### config.mk
export PLATFORM = sky130hd
export DESIGN_NAME = plot_arbiter
export DESIGN_NICKNAME = d
export VERILOG_FILES = /design/src/rtl/plot_arbiter.sv
export SDC_FILE = /design/constraint.sdc
export NUM_CORES = 1
export LEC_CHECK = 0
export CORE_MARGIN = 8
export CORE_UTILIZATION = 35
export CTS_CLUSTER_SIZE = 24
export DETAILED_ROUTE_END_ITERATION = 7
export PLACE_DENSITY = 0.68
export SYNTH_ARGS = -nofsm -noshare
export SYNTH_HDL_FRONTEND = slang
export SYNTH_SLANG_ARGS = --single-unit
### constraint.sdc
create_clock -name clk -period 2.2 [get_ports clk]
set_input_delay 0.44 -clock clk [delete_from_list [all_inputs] [get_ports clk]]
set_output_delay 0.44 -clock clk [all_outputs]
set_load 0.05 [all_outputs]
### src/rtl/plot_arbiter.sv
// plot_arbiter: round-robin two-player pixel arbiter driving a VGA adapter.
// Optional full-screen clear sweep is compiled in by defining PLOT_ARBITER_CLEAR_EN.
// Ports:
//   clk, resetn          clock, asynchronous active-low reset
//   req[1:0]             per-player pixel write request (level)
//   x0/x1, y0/y1, c0/c1  per-player pixel coordinates and colour
//   clear_req            full-screen clear request (ignored unless clear is compiled in)
//   ack[1:0]             one-cycle completion pulse for the served player
//   oor                  one-cycle pulse: granted pixel was off-screen and dropped
//   plot                 VGA write enable
//   x_out/y_out/colour_out  registered pixel to the VGA adapter
//   clear_done           one-cycle pulse after the last cleared pixel
module plot_arbiter #(
  parameter int PLOT_CYCLES = 2,
  parameter logic [2:0] BG_COLOUR = 3'b000
) (
  input  logic       clk,
  input  logic       resetn,
  input  logic [1:0] req,
  input  logic [7:0] x0,
  input  logic [7:0] x1,
  input  logic [6:0] y0,
  input  logic [6:0] y1,
  input  logic [2:0] c0,
  input  logic [2:0] c1,
  input  logic       clear_req,
  output logic [1:0] ack,
  output logic       oor,
  output logic       plot,
  output logic [7:0] x_out,
  output logic [6:0] y_out,
  output logic [2:0] colour_out,
  output logic       clear_done
);
`ifdef PLOT_ARBITER_CLEAR_EN
  typedef enum logic [1:0] {IDLE, PLOT, ACK, CLEAR} state_t;
`else
  typedef enum logic [1:0] {IDLE, PLOT, ACK} state_t;
`endif
  state_t state, next;
  logic [3:0] cnt;
  logic last, win, drop, clr, gnt, ok;
  // On a tie the player not served last wins; a lone request wins outright.
  assign gnt = (req == 2'b11) ? ~last : req[1];
  assign ok = gnt ? (x1 <= 8'd159 && y1 <= 7'd119) : (x0 <= 8'd159 && y0 <= 7'd119);
`ifdef PLOT_ARBITER_CLEAR_EN
  logic sweep_end;
  // The output pixel registers double as the sweep position.
  assign sweep_end = x_out == 8'd159 && y_out == 7'd119;
  assign plot = (state == PLOT && !drop) || state == CLEAR;
`else
  logic unused;
  assign unused = clear_req;
  assign clr = 1'b0;
  assign plot = state == PLOT && !drop;
`endif
  // ACK is shared by pixel writes and the clear sweep; clr tells them apart.
  assign ack = (state == ACK && !clr) ? (win ? 2'b10 : 2'b01) : 2'b00;
  assign oor = state == ACK && !clr && drop;
  assign clear_done = state == ACK && clr;
  always_ff @(posedge clk or negedge resetn)
    if (!resetn) state <= IDLE;
    else state <= next;
  always_comb begin
    next = state;
    case (state)
`ifdef PLOT_ARBITER_CLEAR_EN
      IDLE:  next = clear_req ? CLEAR : (|req ? PLOT : IDLE);
      CLEAR: next = sweep_end ? ACK : CLEAR;
`else
      IDLE:  next = |req ? PLOT : IDLE;
`endif
      PLOT:  next = (cnt == 4'(PLOT_CYCLES - 1)) ? ACK : PLOT;
      default: next = IDLE;
    endcase
  end
  always_ff @(posedge clk or negedge resetn)
    if (!resetn) begin
      cnt <= 4'd0;
      last <= 1'b1;
      win <= 1'b0;
      drop <= 1'b0;
      x_out <= 8'd0;
      y_out <= 7'd0;
      colour_out <= 3'd0;
`ifdef PLOT_ARBITER_CLEAR_EN
      clr <= 1'b0;
`endif
    end else begin
      cnt <= (state == PLOT) ? cnt + 4'd1 : 4'd0;
`ifdef PLOT_ARBITER_CLEAR_EN
      if (state == IDLE) clr <= clear_req;
      if (state == IDLE && clear_req) begin
        x_out <= 8'd0;
        y_out <= 7'd0;
        colour_out <= BG_COLOUR;
      end else if (state == CLEAR && !sweep_end) begin
        x_out <= (x_out == 8'd159) ? 8'd0 : x_out + 8'd1;
        y_out <= (x_out == 8'd159) ? y_out + 7'd1 : y_out;
      end else
`endif
      if (state == IDLE && |req) begin
        win <= gnt;
        last <= gnt;
        drop <= !ok;
        // Off-screen pixels leave the output registers untouched so they only move with plot.
        if (ok) begin
          x_out <= gnt ? x1 : x0;
          y_out <= gnt ? y1 : y0;
          colour_out <= gnt ? c1 : c0;
        end
      end
    end
endmodule
-- Word level (Yosys, flattened, before mapping)
Index checks and enable logic that the tools add are counted.
- flip-flop bits (word level): 27
- output and inout port bits: 23
- word-level logic and storage cells: 39
- $add $sub $neg: 1
- $lt $le $gt $ge: 4
- equal/unequal tests: 4
- mux-type cells: 11
- bitwise gates (word level): 1
- reductions and logical operators: 10
- operator list (cell ; number):
    8-bit less-or-equal comparator (second input constant) ; 2
    7-bit less-or-equal comparator (second input constant) ; 2
    8-bit two-way mux ; 1
    7-bit two-way mux ; 1
    2-bit two-way mux ; 3
    1-bit logical AND ; 5
    4-bit by 1-bit adder with 4-bit output (second input constant) ; 1
    2-bit equality test (second input constant) ; 2
    4-bit by 1-bit equality test with 1-bit output (second input constant) ; 1
    4-bit two-way mux ; 1
    2-bit case mux with 2 select lines ; 1
    1-bit two-way mux ; 3
    3-bit two-way mux ; 1
    2-bit by 1-bit equality test with 1-bit output (second input constant) ; 1
    1-bit zero test ; 2
    2-bit zero test ; 1
    2-bit AND reduction ; 1
    2-bit OR reduction ; 1
    1-bit NOT ; 1

-- Depth between registers and ports, before layout
Gate-level depths: netlist (run 1).
- word-level depth: 4
- depth in mapped cells: 5
- depth with buffers taken out: 4

-- Worst setup path before layout (run 1)
Ideal clock, no wire load.
- kind: register to output
- from: register state[0]
- to: output ack[0]
- data arrival time: 1.570 ns
- data required time: 1.760 ns
- slack: 0.190 ns
- stages on the path, launching flop included: 2
- cells stage by stage: dfrtp_1 > nor3b_1
- longest elaborated chain between the ends: 2
- RTL lines (what ; line ; source):
    start, declared ; 40 ; state_t state, next;
    start signal, assigned ; 63 ; else state <= next;
    2-bit equality test ; -- ;
    2-bit two-way mux ; 58 ; assign ack = (state == ACK && !clr) ? (win ? 2'b10 : 2'b01) : 2'b00;
    end, declared ; 27 ; output logic [1:0] ack,
No other way between the ends.

-- Worst setup path after layout (run 1)
- from: input y0[3]
- to: register y_out[5]
- longest elaborated chain between the ends: 4
- RTL lines (what ; line ; source):
    start, declared ; 22 ; input logic [6:0] y0,
    7-bit less-or-equal comparator ; 45 ; assign ok = gnt ? (x1 <= 8'd159 && y1 <= 7'd119) : (x0 <= 8'd159 && y0 <= 7'd119);
    1-bit logical AND ; 45 ;
    1-bit two-way mux ; 45 ;
    2-bit AND reduction (no line) ; -- ;
    end signal, assigned ; 109 ; y_out <= gnt ? y1 : y0;
    end, declared ; 31 ; output logic [6:0] y_out,
No other way between the ends.
A chain may end at the register's enable or synchronous reset.

==> flow_summary.ini, run 1 <==
[run]
cap_viol_max_count = 0

[global_routing]
grt_pass1_wl_um = 5750
grt_remaining_overflow = 0
grt_antenna_before_repair = 0
grt_pass1_vias = 1185
grt_max_degree = 28
gr-usage-all-layers_pct = 11.4

[routing]
drt_iter0_markers = 21
detail_route.wirelength_um = 3520
via_per_inst = 4.80
drtAntennaViolNets = 0
route.vias.total = 1061
drc_errors = 0
drt_pass1_iterations = 4
routedWlPerCell_um = 15.9

[floorplan]
coreArea_mm2 = 0.00391
die_width_um = 78.9
row_count = 23
start_util_pct = 35.4
fp.dieH_um = 78.9
die_area_mm2 = 0.00623
io_pins = 64

[finish]
layout-drive-gt1-share_pct = 34.5
layout_commonest_cell = clkdlybuf4s50_1
n_antenna_cell = 0
area_delta_synth_final_pct = 55.6
mostFrequentLayoutCells = clkdlybuf4s50_1 (57), mux2_2 (28), dfrtp_1 (26), buf_4 (11), mux2_4 (9)
nets = 215
n_fill_cell = 362

[sta]
fin_crit_sh_pct = 91.1
timing.final.ws_setup_ns = 0.196
finalSetupViolCount = 0
fin_skew_ns = 0.0130
slew_headroom_pct = 65.2
drv_slew = 0
rsz0062_at_grt = false
hold_ws_ns = 0.502
hold_viol = 0
min_period_ns = 2.00
max_freq_ghz = 0.499
tightest_slew_ns = 0.521

[clock_tree]
htree_levels = 1
post_cts_buffers = 0
cts_hold_buf = 0
cts.sinks = 27
cts_made_buffers = 3
clkTransAtPathRegs_ns = 0.08
root_buffer = clkbuf_8
clk_latency_ns = 0.27
clockBufferDepth = 2
cts_resized = 0
cts_tree = built

[setup_path]
endpoint = y_out[5]$_DFFE_PN0P_
critPathLaunch = y0[3]
rrSetupSlack_ns = 0.38
worstSetupStartpointType = primary input
r2r_start = last$_DFFE_PN1P_
end_kind = flip-flop
critPathKind = primary input to flip-flop
reg2regPathDepth = 5
worstPathMaxFanout = 8
required_ns = 2.35
r2r-end = y_out[5]$_DFFE_PN0P_
arrival_ns = 2.16

[worst_hold_path]
hold_start = cnt[0]$_DFF_PN0_
hold_class = flip-flop to flip-flop

[synth]
syn_area_per_cell_um2 = 13.7
yosysWarnings = 0
ys_ff_latch = 27
synth_top_family_by_area = multiplexers
synth_compound_area_share_pct = 4.51
synth.yosys.seq_area_share_pct = 48.8
synthSimpleGateAreaFrac_pct = 7.58
async_flop_share_pct = 100
synth-xor-area-share_pct = 1.26
synth_area_mm2 = 0.00139
synth_cell_type_count = 27
muxShareOfSynthArea_pct = 32.5
synthCells = 101
synth_edf_count = 0
postSynthNetCount = 144
ys.flop_type = dfrtp_1
synth_fa_ha_area_share_pct = 1.81

[power]
p_per_area_mw_per_mm2 = 1400
leakage_nw = 0.901
vdd_ir_drop_max_uv = 657

[run_status]
status = finished, final reports clean

[placed_design]
gp_congestion = 0.836
dp_slack_ns = -0.0953
portBuffers = 61
hpwl_um = 2870
==> report_power, final <==
part / leakage, nW / total, mW / internal [mW] / switching (mW)
registers: 0.325 / 0.891 / 0.742 / 0.150
logic: 0.555 / 1.84 / 0.799 / 1.04
clock network: 0.0217 / 0.281 / 0.128 / 0.153
total: 0.901 / 3.01 / 1.67 / 1.34
==> synth_stat cells (all sizes together), types with 2 or more instances <==
cell	count	area, um2
buf	4	37.5
nor3b	3	22.5
a21oi	3	26.3
o21ai	3	15.0
nand3	2	10.0
ha	2	25.0
nor2	6	22.5
dfrtp	26	651
mux2	37	450
inv	2	7.51
==> layer usage <==
metal | GRT usage (%) | vias to the layer above | part of all wire (%)
li1 | - | 499 | -
met4 | 4.26 | 0 | 1.5
met1 | 12.8 | 533 | 38
met3 | 3.50 | 4 | 7.2
met2 | 20.0 | 25 | 53
met5 | 0 | - | 0
==> registers in the layout (all words and copies together) (netlist names) <==
signal and flops:
drop 1, state 2, colour_out 3, x_out 8
last 1, y_out 7, win 1, cnt 4
==> how the worst min path moves through the flow <==
| stage | slack (ns) | cells after the start | end |
|---|---|---|---|
| 6_report | 0.50 | 1 | cnt[0]$_DFF_PN0_ |
| 5_1_grt | 0.53 | 1 | colour_out[2]$_DFFE_PN0P_ |
| 3_5_place_dp | 0.49 | 1 | x_out[1]$_DFFE_PN0P_ |
| 3_3_place_gp | 0.47 | 1 | cnt[0]$_DFF_PN0_ |
| 4_1_cts | 0.51 | 1 | cnt[0]$_DFF_PN0_ |
| 2_1_floorplan | 0.14 | 0 | cnt[0]$_DFF_PN0_ |
==> cells by family (layout without fill, tap and decap cells) <==
logic type,count (synthesis),count (layout)
xor+xnor,2,2
fa+ha+maj,2,2
flops,27,27
mux,37,37
simple gates,17,17
compound gates,9,9
buf+inv,6,76
other cells,1,1
==> through the flow <==
stage	utilization (%)	std cells	setup TNS [ns]	power, mW	area [um2]
2_1_floorplan	-	101	0	2.11	1390
3_3_place_gp	53.9	217	-1.24	2.72	2110
3_5_place_dp	53.9	217	-1.57	2.76	2110
4_1_cts	55.1	221	0	3.05	2160
5_1_grt	55.1	221	0	3.17	2160
6_report	55.1	221	0	3.01	2160
==> critical path: stages <==
cell and delay [ns]:
clkdlybuf4s50_1 0.44, and4_4 0.19, or3_4 0.39, a21oi_4 0.22
buf_12 0.16, mux2_2 0.32
==> area by class of cell <==
| class | count | area, um2 | area share [%] |
|---|---|---|---|
| timing repair buffer | 70 | 693 | 32.1 |
| sequential | 27 | 677 | 31.4 |
| multi-input combinational | 68 | 668 | 31.0 |
| tap | 50 | 62.6 | 2.90 |
| clock buffer | 3 | 41.3 | 1.91 |
| clock inverter | 1 | 7.51 | 0.348 |
| inverter | 2 | 7.51 | 0.348 |
Power figures use the tool's default switching activity.
==> run 2, diff against run 1 <==
--- a/config.mk
+++ b/config.mk
@@ -5,9 +5,10 @@
 export SDC_FILE = /design/constraint.sdc
 export NUM_CORES = 1
 export LEC_CHECK = 0
+export ABC_CLOCK_PERIOD_IN_PS = 2200
 export CORE_MARGIN = 8
 export CORE_UTILIZATION = 35
-export CTS_CLUSTER_SIZE = 24
+export CTS_CLUSTER_SIZE = 25
 export DETAILED_ROUTE_END_ITERATION = 7
 export PLACE_DENSITY = 0.68
 export SYNTH_ARGS = -nofsm -noshare
==> results of run 2 <==
No change in the layout: final DEF, timing and power equal those of run 1.
==> run 3, diff against run 2 <==
--- a/config.mk
+++ b/config.mk
@@ -5,12 +5,14 @@
 export SDC_FILE = /design/constraint.sdc
 export NUM_CORES = 1
 export LEC_CHECK = 0
+export ABC_AREA = 1
 export ABC_CLOCK_PERIOD_IN_PS = 2200
 export CORE_MARGIN = 8
 export CORE_UTILIZATION = 35
 export CTS_CLUSTER_SIZE = 25
 export DETAILED_ROUTE_END_ITERATION = 7
-export PLACE_DENSITY = 0.68
+export GPL_ROUTABILITY_DRIVEN = 0
+export PLACE_DENSITY = 0.66
 export SYNTH_ARGS = -nofsm -noshare
 export SYNTH_HDL_FRONTEND = slang
 export SYNTH_SLANG_ARGS = --single-unit
==> run 3 against run 2 <==
Against the previous run:
- register-to-register slack improved by 0.42 ns
- cell area up 0.87%
- total power fell by 7.5%
- via count is 38% higher
- critical endpoint is now x_out[6]
- sequential cell count stayed put
- critical path depth decreased by 5
- worst hold slack got worse by 0.028 ns
- non-clock buffer count is 3 lower
- worst setup slack gained 0.12 ns
- sequential share of layout area shrank 0.27 points
==> flow_summary.ini, run 3 <==
[run_status]
status = finished, final reports clean

[routing]
route.vias.total = 1465
detail_route.wirelength_um = 3920
drtAntennaViolNets = 0
drc_errors = 0
via_per_inst = 4.77
routedWlPerCell_um = 12.8
drt_iter0_markers = 68
drt_pass1_iterations = 4

[synth]
synth_cell_type_count = 22
yosys.area.top_type_share_pct = 43.5
async_flop_share_pct = 100
yosys.area.top_type = dfrtp_1
postSynthNetCount = 240
synth_area_mm2 = 0.00150
ys.flop_type = dfrtp_1
synth_top_cells_by_count = nand2_1 (84), dfrtp_1 (26), nand3_1 (19), nand4_1 (19)
ys_ff_latch = 27
syn_area_per_cell_um2 = 7.59
synthCells = 197
yosysWarnings = 0
synth.yosys.seq_area_share_pct = 45.3
synth_area_leaders = dfrtp_1 (44%), nand2_1 (21%), nand4_1 (7.9%), nand3_1 (6.4%), inv_1 (2.5%)
yosysMostFrequentCell = nand2_1
synth_edf_count = 0

[finish]
fin_cells = 307
area_delta_synth_final_pct = 45.5
n_antenna_cell = 0
n_fill_cell = 416
largest_register_ffs = 8
largest-register = x_out
layout-drive-gt1-share_pct = 7.78
reg_top3 = x_out (8), y_out (7), cnt (4)
layout_commonest_cell = nand2_1
nets = 301
mostFrequentLayoutCells = nand2_1 (84), clkdlybuf4s50_1 (57), dfrtp_1 (26), nand3_1 (19), nand4_1 (19)

[floorplan]
io_pins = 64
die_width_um = 81.4
coreArea_mm2 = 0.00406
fp.dieH_um = 81.4
die_area_mm2 = 0.00662
row_count = 23
start_util_pct = 36.8

[power]
p_per_area_mw_per_mm2 = 1280
leakage_nw = 1.09
vdd_ir_drop_max_uv = 365

[sta]
slew_headroom_pct = 65.2
drv_slew = 0
finalSetupViolCount = 0
fin_crit_sh_pct = 85.7
max_freq_ghz = 0.530
fin_skew_ns = 0.00388
setup-tns-final_ns = 0
hold_viol = 0
rsz0062_at_grt = false
min_period_ns = 1.89
tightest_slew_ns = 0.520

[clock_tree]
clkTransAtPathRegs_ns = 0.09
cts_hold_buf = 0
cts_made_buffers = 3
root_buffer = clkbuf_8
htree_levels = 1
clk_latency_ns = 0.27
cts_resized = 0
clockBufferDepth = 2
cts.sinks = 27
post_cts_buffers = 0
cts_tree = built

[worst_hold_path]
hold_start = y_out[3]$_DFFE_PN0P_
hold_path_depth = 2
min_to = y_out[3]$_DFFE_PN0P_
hold_class = flip-flop to flip-flop

[global_routing]
grt_pass1_wl_um = 6490
grt_remaining_overflow = 0
gr-usage-all-layers_pct = 12.3
use_met2_pct = 18.7
grt_use_met3_pct = 1.88
grt_pass1_vias = 1371
grt_max_degree = 28
grt_antenna_before_repair = 0
busiest_layer = met2
met1_usage_pct = 16.9

[setup_path]
slowest_delay_ns = 0.81
required_ns = 1.76
worstSetupStartpointType = flip-flop
cp_slowest_cell = clkdlybuf4s50_1
arrival_ns = 1.45
cp.buffers_inverters = 1
r2r_start = last$_DFFE_PN1P_
reg2regPathDepth = 6
end_kind = output pin
rrSetupSlack_ns = 0.80
critPathLaunch = x_out[6]$_DFFE_PN0P_
critPathKind = flip-flop to output pin
cp_top_family = buffers and inverters
path_cells = clkdlybuf4s50_1
r2r-end = drop$_DFFE_PN0P_
worstPathMaxFanout = 2

[placed_design]
hpwl_um = 3200
dpl.cell_count = 303
portBuffers = 61

[run]
cap_viol_max_count = 0
run 3: changes by cell type after synthesis, moves of 4 or more:
cell,change
nor2_1,+4
nand3_1,+17
mux2_2,-28
mux2_4,-9
nand2_1,+84
inv_1,+8
nand4_1,+18
run 3: worst max-delay path by stage:
stage,slack (ns),depth (start not counted),endpoint
after CTS,0.30,1,x_out[6]
after global routing,0.26,1,x_out[6]
final,0.31,1,x_out[6]
after detailed placement,0.31,6,drop$_DFFE_PN0P_
after floorplan,0.52,3,plot
after global placement,0.32,6,drop$_DFFE_PN0P_
run 3: layer usage:
layer / share of wire, % / wire (um)
met1: 46 / 1790
met2: 46 / 1800
met3: 6.8 / 265
met4: 1.5 / 58
met5: 0 / 0
run 3: stage by stage:
stage | area [um2] | setup slack, ns | hold WS, ns | total power [mW] | utilization, %
global placement | 2130 | 0.317 | 0.455 | 2.52 | 52.5
global route | 2180 | 0.256 | 0.508 | 2.97 | 53.6
detailed placement | 2130 | 0.306 | 0.459 | 2.55 | 52.5
floorplan | 1500 | 0.523 | 0.144 | 1.99 | -
finish | 2180 | 0.314 | 0.475 | 2.79 | 53.6
CTS | 2180 | 0.299 | 0.481 | 2.82 | 53.6
run 3: area by class of cell:
class / instances / area (um2) / area share (%)
flip-flops and latches: 27 / 677 / 31.1
multi-input cells: 149 / 708 / 32.5
inverters: 10 / 37.5 / 1.73
clock buffers: 4 / 45.0 / 2.07
repair buffers: 67 / 646 / 29.7
well taps: 50 / 62.6 / 2.88
run 3: kinds of logic (layout without fill, tap and decap cells):
family / after synthesis / after routing / share of synthesized area (%)
other: 1 / 1 / 0.251
XOR/XNOR: 2 / 2 / 1.17
AND/OR/NAND/NOR: 140 / 140 / 42.9
adder cells (fa/ha/maj): 2 / 2 / 1.67
AO/OA/AOI/OAI: 4 / 4 / 1.34
buffers and inverters: 21 / 81 / 7.36
flip-flops: 27 / 27 / 45.3
run 3: where the power goes:
part	total [mW]	internal [mW]	switching, mW
Clock	0.271	0.129	0.141
Combinational	1.65	0.554	1.09
Sequential	0.868	0.722	0.146
Total	2.79	1.41	1.38
